File: config.mk
export PLATFORM = sky130hd
export DESIGN_NAME = gpu_text_ctrl
export DESIGN_NICKNAME = d
export VERILOG_FILES = /design/src/rtl/gpu_pkg.sv /design/src/rtl/gpu_cursor.sv /design/src/rtl/gpu_text_ctrl.sv
export SDC_FILE = /design/constraint.sdc
export NUM_CORES = 1
export LEC_CHECK = 0
export ABC_AREA = 1
export CAP_MARGIN = 20
export CORE_MARGIN = 2
export CORE_UTILIZATION = 25
export CTS_CLUSTER_DIAMETER = 200
export DETAILED_ROUTE_END_ITERATION = 12
export MAX_ROUTING_LAYER = met4
export PLACE_DENSITY_LB_ADDON = 0.25
export SLEW_MARGIN = 25
export SYNTH_ARGS = -nofsm -noshare
export SYNTH_HDL_FRONTEND = slang
export SYNTH_SLANG_ARGS = --single-unit
File: constraint.sdc
create_clock -name clk -period 2.6 [get_ports clk]
set_input_delay 0.65 -clock clk [delete_from_list [all_inputs] [get_ports clk]]
set_output_delay 0.65 -clock clk [all_outputs]
set_load 0.02 [all_outputs]
File: src/rtl/gpu_pkg.sv
// gpu_pkg: shared opcodes, screen geometry defaults and state encodings for the text controller
package gpu_pkg;
   localparam int COLS_DEF = 40;
   localparam int ROWS_DEF = 25;
   localparam logic [7:0] OP_NOP  = 8'h00;
   localparam logic [7:0] OP_MODE = 8'hC0;
   localparam logic [7:0] OP_PUTC = 8'hC1;
   localparam logic [7:0] OP_BS   = 8'hC2;
   localparam logic [7:0] OP_SETY = 8'hC3;
   localparam logic [7:0] OP_SETX = 8'hC4;
   localparam logic [7:0] OP_CLS  = 8'hC5;
   localparam logic [7:0] OP_NL   = 8'hC6;
   typedef enum logic [1:0] {ST_IDLE, ST_WRITE, ST_CLEAR} state_t;
   typedef enum logic [2:0] {CUR_NONE, CUR_ADV, CUR_RET, CUR_NL, CUR_SETX, CUR_SETY, CUR_HOME} cur_op_t;
endpackage

File: src/rtl/gpu_cursor.sv
// gpu_cursor: text cursor x/y registers, movement rules and linear cell pointer
module gpu_cursor
   import gpu_pkg::*;
#(
   parameter int COLS   = COLS_DEF,
   parameter int ROWS   = ROWS_DEF,
   parameter int ADDR_W = 10
) (
   input  logic              clk,
   input  logic              rst_i,
   input  cur_op_t           op_i,
   input  logic [15:0]       param_i,
   output logic [5:0]        x_o,
   output logic [4:0]        y_o,
   output logic [ADDR_W-1:0] ptr_o
);
   logic [5:0] x_q, x_d;
   logic [4:0] y_q, y_d;
   logic last_x, last_y;
   logic [ADDR_W-1:0] y_w;
   assign last_x = x_q == 6'(COLS - 1);
   assign last_y = y_q == 5'(ROWS - 1);
   assign y_w    = ADDR_W'(y_q);
   // y*40 + x as y*32 + y*8 + x; clamped x/y keep this below CELLS
   assign ptr_o  = (y_w << 5) + (y_w << 3) + ADDR_W'(x_q);
   assign x_o    = x_q;
   assign y_o    = y_q;
   // next cursor position for the requested movement
   always_comb begin
      x_d = x_q;
      y_d = y_q;
      case (op_i)
         CUR_ADV: begin
            x_d = last_x ? '0 : x_q + 6'd1;
            y_d = !last_x ? y_q : last_y ? '0 : y_q + 5'd1;
         end
         CUR_RET: begin
            x_d = x_q == '0 ? 6'(COLS - 1) : x_q - 6'd1;
            y_d = x_q == '0 ? y_q - 5'd1 : y_q;
         end
         CUR_NL: begin
            x_d = '0;
            y_d = last_y ? '0 : y_q + 5'd1;
         end
         CUR_SETX: x_d = param_i > 16'(COLS - 1) ? 6'(COLS - 1) : param_i[5:0];
         CUR_SETY: y_d = param_i > 16'(ROWS - 1) ? 5'(ROWS - 1) : param_i[4:0];
         CUR_HOME: begin
            x_d = '0;
            y_d = '0;
         end
         default: ;
      endcase
   end
   // cursor registers, homed on reset
   always_ff @(posedge clk) begin
      if (rst_i) begin
         x_q <= '0;
         y_q <= '0;
      end else begin
         x_q <= x_d;
         y_q <= y_d;
      end
   end
endmodule

File: src/rtl/gpu_text_ctrl.sv
// gpu_text_ctrl: command sequencer for the text buffer, arbitrating the RAM with display fetch first
module gpu_text_ctrl
   import gpu_pkg::*;
#(
   parameter int COLS   = COLS_DEF,
   parameter int ROWS   = ROWS_DEF,
   parameter int ADDR_W = 10
) (
   input  logic              clk,
   input  logic              clr,
   input  logic              cmd_valid,
   output logic              cmd_ready,
   input  logic [7:0]        cmd_op,
   input  logic [15:0]       cmd_param,
   input  logic              disp_req,
   input  logic [ADDR_W-1:0] disp_addr,
   output logic [7:0]        disp_data,
   output logic              disp_valid,
   output logic              ram_en,
   output logic              ram_we,
   output logic [ADDR_W-1:0] ram_addr,
   output logic [7:0]        ram_wdata,
   input  logic [7:0]        ram_rdata,
   output logic [5:0]        cursor_x,
   output logic [4:0]        cursor_y,
   output logic              busy
);
   localparam int CELLS = COLS * ROWS;
   localparam logic [ADDR_W-1:0] LAST = ADDR_W'(CELLS - 1);
   state_t state_q, state_d;
   logic [ADDR_W-1:0] wr_addr_q, wr_addr_d, clr_addr_q, clr_addr_d, ptr;
   logic [7:0] wr_data_q, wr_data_d;
   logic bs_q, bs_d, disp_valid_q;
   logic accept, op_clear, op_write, at_home, pend;
   cur_op_t cur_op;
   assign accept   = cmd_valid & cmd_ready;
   assign op_clear = cmd_op == OP_CLS || (cmd_op == OP_MODE && cmd_param == '0);
   assign at_home  = cursor_x == '0 && cursor_y == '0;
   // backspace at home has nothing to erase, so it never enters WRITE
   assign op_write = cmd_op == OP_PUTC || (cmd_op == OP_BS && !at_home);
   assign pend     = state_q != ST_IDLE;
   gpu_cursor #(.COLS(COLS), .ROWS(ROWS), .ADDR_W(ADDR_W)) u_cursor (
      .clk     (clk),
      .rst_i   (clr),
      .op_i    (cur_op),
      .param_i (cmd_param),
      .x_o     (cursor_x),
      .y_o     (cursor_y),
      .ptr_o   (ptr)
   );
   // state register; reset aborts any write or clear immediately
   always_ff @(posedge clk) begin
      state_q <= clr ? ST_IDLE : state_d;
   end
   // next state: pending cells only retire in cycles the display leaves the RAM free
   always_comb begin
      state_d = state_q;
      case (state_q)
         ST_IDLE:  state_d = !accept ? ST_IDLE : op_clear ? ST_CLEAR : op_write ? ST_WRITE : ST_IDLE;
         ST_WRITE: if (!disp_req) state_d = ST_IDLE;
         ST_CLEAR: if (!disp_req && clr_addr_q == LAST) state_d = ST_IDLE;
         default:  state_d = ST_IDLE;
      endcase
   end
   // captured write target/data and the clear sweep address
   always_comb begin
      wr_addr_d  = accept ? (cmd_op == OP_BS ? ptr - ADDR_W'(1) : ptr) : wr_addr_q;
      wr_data_d  = accept ? (cmd_op == OP_PUTC ? cmd_param[7:0] : 8'h00) : wr_data_q;
      bs_d       = accept ? cmd_op == OP_BS : bs_q;
      clr_addr_d = state_q != ST_CLEAR ? '0 : disp_req ? clr_addr_q : clr_addr_q + ADDR_W'(1);
   end
   // datapath registers and the one-cycle display read tracker
   always_ff @(posedge clk) begin
      if (clr) begin
         wr_addr_q    <= '0;
         wr_data_q    <= '0;
         bs_q         <= 1'b0;
         clr_addr_q   <= '0;
         disp_valid_q <= 1'b0;
      end else begin
         wr_addr_q    <= wr_addr_d;
         wr_data_q    <= wr_data_d;
         bs_q         <= bs_d;
         clr_addr_q   <= clr_addr_d;
         disp_valid_q <= disp_req;
      end
   end
   // outputs: RAM arbitration, handshake, and cursor movement requests
   always_comb begin
      cmd_ready  = !clr && state_q == ST_IDLE;
      busy       = !clr && state_q == ST_CLEAR;
      ram_en     = !clr && (disp_req || pend);
      ram_we     = !clr && !disp_req && pend;
      ram_addr   = !ram_en ? '0 : disp_req ? disp_addr : state_q == ST_CLEAR ? clr_addr_q : wr_addr_q;
      ram_wdata  = ram_we && state_q == ST_WRITE ? wr_data_q : 8'h00;
      disp_valid = disp_valid_q;
      disp_data  = disp_valid_q ? ram_rdata : 8'h00;
      cur_op     = state_q == ST_WRITE ? (disp_req ? CUR_NONE : bs_q ? CUR_RET : CUR_ADV)
                 : !accept ? CUR_NONE
                 : op_clear ? CUR_HOME
                 : cmd_op == OP_SETX ? CUR_SETX
                 : cmd_op == OP_SETY ? CUR_SETY
                 : cmd_op == OP_NL ? CUR_NL
                 : CUR_NONE;
   end
endmodule

# Word-level counts from Yosys, hierarchy flattened
# Index checks and enable logic that the tools add are counted.
classes:
  addsub: 8
  n_mul: 0
  n_div: 0
  magnitude_cmp: 2
  eq_ne: 23
  n_shift: 0
  mux: 30
  bitwise: 1
  n_reduce_logical: 27
ops:
  columns: ["op", "count"]
  rows:
  - ["8-bit == test, second input constant", 7]
  - ["10-bit two-way mux", 4]
  - ["5-bit case mux with 5 select lines", 1]
  - ["8-bit two-way mux", 3]
  - ["6-bit case mux with 4 select lines", 1]
  - ["5-bit two-way mux", 4]
  - ["6-bit two-way mux", 3]
  - ["16-bit by 5-bit > comparator with 1-bit output, second input constant", 1]
  - ["16-bit by 6-bit > comparator with 1-bit output, second input constant", 1]
  - ["16-bit logical NOT", 1]
  - ["3-bit two-way mux", 5]
  - ["2-bit two-way mux", 7]
  - ["10-bit by 1-bit adder with 10-bit output, second input constant", 1]
  - ["10-bit by 6-bit adder with 10-bit output", 1]
  - ["10-bit by 8-bit adder with 10-bit output", 1]
  - ["10-bit == test, second input constant", 1]
  - ["1-bit logical AND", 10]
  - ["10-bit by 1-bit subtractor with 10-bit output, second input constant", 1]
  - ["3-bit == test, second input constant", 3]
  - ["2-bit inequality test, second input constant", 4]
  - ["6-bit by 1-bit adder with 6-bit output, second input constant", 1]
  - ["3-bit by 2-bit == test with 1-bit output, second input constant", 2]
  - ["6-bit == test, second input constant", 1]
  - ["6-bit logical NOT", 1]
  - ["other kinds (21)", 26]
totals:
  regBits: 43
  latch_bits: 0
  ram_bits: 0
  rom_bits: 0
  out_inout_bits: 42
  elab_cells: 99
  n_memories: 0

# Logic depth before layout (Yosys ltp)
depth:
  depth_word: 10
  depth_mapped: 14
  mapped_depth_nobuf: 14

# By module
# A second synthesis with hierarchy kept.
hier_totals:
  cells_unflattened: 621
  area_unflattened_um2: 3788.6
by_module_without_submodules:
  columns: ["module", "instances", "cells_each", "area_per_inst_um2", "seq_area_each_um2"]
  rows:
  - ["gpu_text_ctrl", 1, 363, 2268.4, 640.6]
  - ["gpu_cursor", 1, 258, 1520.2, 220.2]

# Least setup slack after synthesis
# OpenSTA, ideal clock, no wires.
synth_timing:
  kind: "in2out"
  startpoint: "in clr"
  endpoint: "out ram_wdata[0]"
  t_arrival_ps: 1979
  t_required_ps: 1950
  path_slack_ps: -29
  stages: 4
  path_buffers: 1
  cell_sequence: "buf_4 > nor3_1 > nand2_1 > nor2_1"
synth_via:
  elab_chain_cells: 5
synth_lines:
  columns: ["element", "line_no", "text"]
  rows:
  - ["start, declared", "gpu_text_ctrl.sv:10", "input logic clr,"]
  - ["1-bit logical NOT", "gpu_text_ctrl.sv:93", "ram_we = !clr && !disp_req && pend;"]
  - ["1-bit logical AND (2 in a row)", "gpu_text_ctrl.sv:93", null]
  - ["named net ram_we", "gpu_text_ctrl.sv:20", "output logic ram_we,"]
  - ["1-bit logical AND", "gpu_text_ctrl.sv:95", "ram_wdata = ram_we && state_q == ST_WRITE ? wr_data_q : 8'h00;"]
  - ["8-bit two-way mux", "gpu_text_ctrl.sv:95", null]
  - ["end, declared", "gpu_text_ctrl.sv:22", "output logic [7:0] ram_wdata,"]
# The timed path passes the listed nets, and every way through them passes these cells.

# Worst setup path after layout
layout_timing:
  startpoint: "in clr"
  endpoint: "out cmd_ready"
layout_via:
  elab_chain_cells: 2
layout_lines:
  columns: ["element", "line_no", "text"]
  rows:
  - ["1-bit logical NOT", "gpu_text_ctrl.sv:90", "cmd_ready = !clr && state_q == ST_IDLE;"]
  - ["1-bit logical AND", "gpu_text_ctrl.sv:90", null]
  - ["end, declared", "gpu_text_ctrl.sv:12", "output logic cmd_ready,"]
# Every way passes these cells.

==> results.json <==
{
  "status": "finished clean",
  "clockBufferDepth": 2,
  "finalWirelength_um": 10580,
  "routabilityCongestion": 0.8577,
  "num_antenna_cells": 0,
  "endpoint_kind": "primary output",
  "syn2layout_area_growth_pct": 45.22,
  "hold_path_class": "reg2reg",
  "initial_core_utilization_pct": 25.61,
  "crit_path_cell_trace": "dlygate4sd2_1 > buf_4 > nor2_1 > clkdlybuf4s50_1",
  "io_pins": 88,
  "htree_num_levels": 2,
  "syn_inst": 529,
  "ys_seq_elements": 43,
  "period_minus_slack_ps": 2521,
  "netlist_area_before_placement_um2": 3392,
  "design.die.area_um2": 14520,
  "core_region_area_um2": 13240,
  "max_slew.worst_pin.slew_ps": 353.5,
  "largest_net_degree_at_the_start_of_global_routing": 25,
  "grt_util_all_layers_pct": 15.26,
  "hold_violations": 0,
  "cts_made_buffers": 5,
  "layout_worst_path_cycle_share_pct": 96.95,
  "first_global_vias": 3775,
  "synth_enable_flop_cells": 0,
  "vdd_drop_max_uv": 265.5,
  "clock_tree.root_cell": "sky130_fd_sc_hd__clkbuf_16",
  "cellPowerDensity_nw_per_um2": 314.0,
  "ys.warnings.count": 0,
  "num-fill-cells": 1412,
  "dp_worst_setup_slack_ps": -590.3,
  "slew_viol_final": 0,
  "cts_setup_buffers": 0,
  "maxCapViolCount": 0,
  "slew_headroom_pct": 76.34,
  "detailed_place_hpwl_um": 8621,
  "route.antenna.remaining_nets": 0,
  "critPathMaxStageDelay_ps": 600,
  "setup_repair_after_global_routing_missed_its_margin": "true",
  "syn_area_per_cell_um2": 6.412,
  "cp_data_required_time_ps": 1950,
  "pwr-share-seq_pct": 43.2,
  "die_width_um": 120.5,
  "setup_viol": 0,
  "critPathArrivalTime_ps": 1870,
  "most_frequent_standard_cell_in_the_layout_excluding_fill_and_tap_cells": "sky130_fd_sc_hd__nand2_1",
  "final_area_um2": 4926,
  "most_frequent_cells_in_the_layout": "94 x sky130_fd_sc_hd__nand2_1, 74 x sky130_fd_sc_hd__inv_1, 69 x sky130_fd_sc_hd__nor2_1",
  "power.share.clock_pct": 41.3,
  "power_report.internal_total_uw": 1146,
  "die_h_um": 120.5,
  "achievable-frequency_mhz": 396.7,
  "row_count": 42,
  "swShare_pct": 25.89,
  "power.leakage_uw": 0.002162,
  "routedWlPerCell_um": 12.67,
  "clock_tree_from_tritoncts": "done",
  "synth_seq_area_share_pct": 25.38,
  "antenna_found_initial": 0,
  "startpoint_type": "input pin",
  "synthDistinctLibCells": 41,
  "cp.buffers_inverters": 3,
  "firstDrtPassIters": 5,
  "final.setup.tns_ps": 0,
  "layout.core_utilization_pct": 37.20,
  "cts.reportedPaths.clkPinSlew_ps": 70,
  "drcViolationCount": 0,
  "clock-sinks": 43,
  "post_route_cells_drive_above_1_share_pct": 16.69,
  "portBuffers": 87,
  "place_area_um2": 4808,
  "vias_per_cell": 4.588,
  "synth-async-reset-ratio_pct": 0,
  "synth-main-ff-cell": "sky130_fd_sc_hd__dfxtp_1",
  "path_delay_family": "buffers and inverters",
  "finClkSkew_ps": 2.373,
  "postSynthNetCount": 592,
  "critical_path.max_fanout": 13,
  "clkLatencyLatePin_ps": 280,
  "detailedRoute.firstIterationViolations": 164,
  "global_route_wire_length_before_repair_um": 17600,
  "comb_power_share_pct": 15.5,
  "critical_path_class": "in2out",
  "power.net_switching_uw": 400.4,
  "nets": 721,
  "final_setup_margin_ps": 79.28,
  "route.vias.total": 3831,
  "globalRoute.totalOverflow": 0,
  "worst_path_max_delay_cell": "sky130_fd_sc_hd__clkdlybuf4s50_1"
}
[metal layers]
metal / track usage [%] / up-vias / wire length, um
met2: 25.18 / 88 / 4898
met3: 2.406 / 13 / 431
met5: - / - / 0
met4: 3.997 / 0 / 180
met1: 19.51 / 1740 / 5065
li1: - / 1990 / -
[per-stage QoR]
step           cells  total power [uW]  hold WS, ps
2_1_floorplan    529             774.3        444.1
3_3_place_gp     826             922.6        465.7
3_5_place_dp     826             926.3        465.8
4_1_cts          835              1565        481.1
5_1_grt          835              1613        495.7
6_report         835              1547        475.1
[repair_timing]
action                                  in CTS  in global routing
endpoints found under the setup margin      22                 15
cloned                                       1                  0
pin swaps                                    0                  1
resized for setup                           56                 24
hold buffers                                 0                  0
[power groups by stage]
stage | logic (uW) | registers (uW) | clock network, uW
floorplan | 91.9 | 682 | 0
global placement | 240 | 682 | 0
detailed placement | 244 | 682 | 0
CTS | 241 | 667 | 656
global route | 261 | 668 | 684
finish | 240 | 667 | 639
[cell type report]
| cell class | count | area [um2] | area share, % |
|---|---|---|---|
| repair buffers | 136 | 1191 | 24.18 |
| repair inverters | 1 | 7.507 | 0.1524 |
| flip-flops and latches | 43 | 860.8 | 17.48 |
| well taps | 176 | 220.2 | 4.470 |
| inverters | 82 | 312.8 | 6.350 |
| multi-input cells | 389 | 2185 | 44.35 |
| clock buffers | 5 | 125.1 | 2.540 |
| clock inverters | 3 | 23.77 | 0.4826 |
[logic make-up after synthesis]
group	count (synthesis)	share of synthesized area, %
compound gates	98	16.93
xor+xnor	18	4.648
fa+ha+maj	17	6.713
buf+inv	97	10.99
flops	43	25.38
mux	2	0.5902
simple gates	254	34.75
[state kept, by name, summed over array words and instances, names as in the netlist]
signal and flops:
wr_addr_q 10, state_q 2, disp_valid 1, u_cursor.x_o 6
clr_addr_q 10, bs_q 1, u_cursor.y_o 5, wr_data_q 8
[synthesized netlist by cell type, types with 7 or more instances]
master	n	area, um2
sky130_fd_sc_hd__nor3_1	12	60.06
sky130_fd_sc_hd__nor2_1	71	266.5
sky130_fd_sc_hd__a31oi_1	13	81.33
sky130_fd_sc_hd__ha_1	15	187.7
sky130_fd_sc_hd__nand2_1	96	360.4
sky130_fd_sc_hd__o21ai_0	41	205.2
sky130_fd_sc_hd__o31ai_1	9	67.56
sky130_fd_sc_hd__nand3_1	45	225.2
sky130_fd_sc_hd__xor2_1	16	140.1
sky130_fd_sc_hd__o21ai_1	7	35.03
sky130_fd_sc_hd__nand4_1	8	50.05
sky130_fd_sc_hd__a21oi_1	17	85.08
sky130_fd_sc_hd__inv_1	76	285.3
sky130_fd_sc_hd__dfxtp_1	43	860.8
sky130_fd_sc_hd__clkbuf_1	14	52.55
[worst register-to-register path, stage by stage (launching register included)]
cell and delay (ps):
sky130_fd_sc_hd__dfxtp_1 340, sky130_fd_sc_hd__inv_1 110, sky130_fd_sc_hd__fa_2 620, sky130_fd_sc_hd__inv_1 50, sky130_fd_sc_hd__ha_1 270, sky130_fd_sc_hd__nand3_1 60, sky130_fd_sc_hd__nand2_1 80, sky130_fd_sc_hd__a21oi_1 140
sky130_fd_sc_hd__nor2_1 50, sky130_fd_sc_hd__nor2_1 100, sky130_fd_sc_hd__xor2_1 210, sky130_fd_sc_hd__xor2_1 190, sky130_fd_sc_hd__mux2i_1 80
[final timing paths]
path              slack [ps]           end             from  depth (start not counted)
setup / recovery          80     cmd_ready              clr                          4
hold / removal           480  wr_data_q[1]     wr_data_q[1]                          2
setup reg to reg         170  wr_addr_q[9]  u_cursor.x_o[5]                         12
hold reg to reg          480  wr_data_q[1]     wr_data_q[1]                          2
Power figures use the tool's default switching activity.
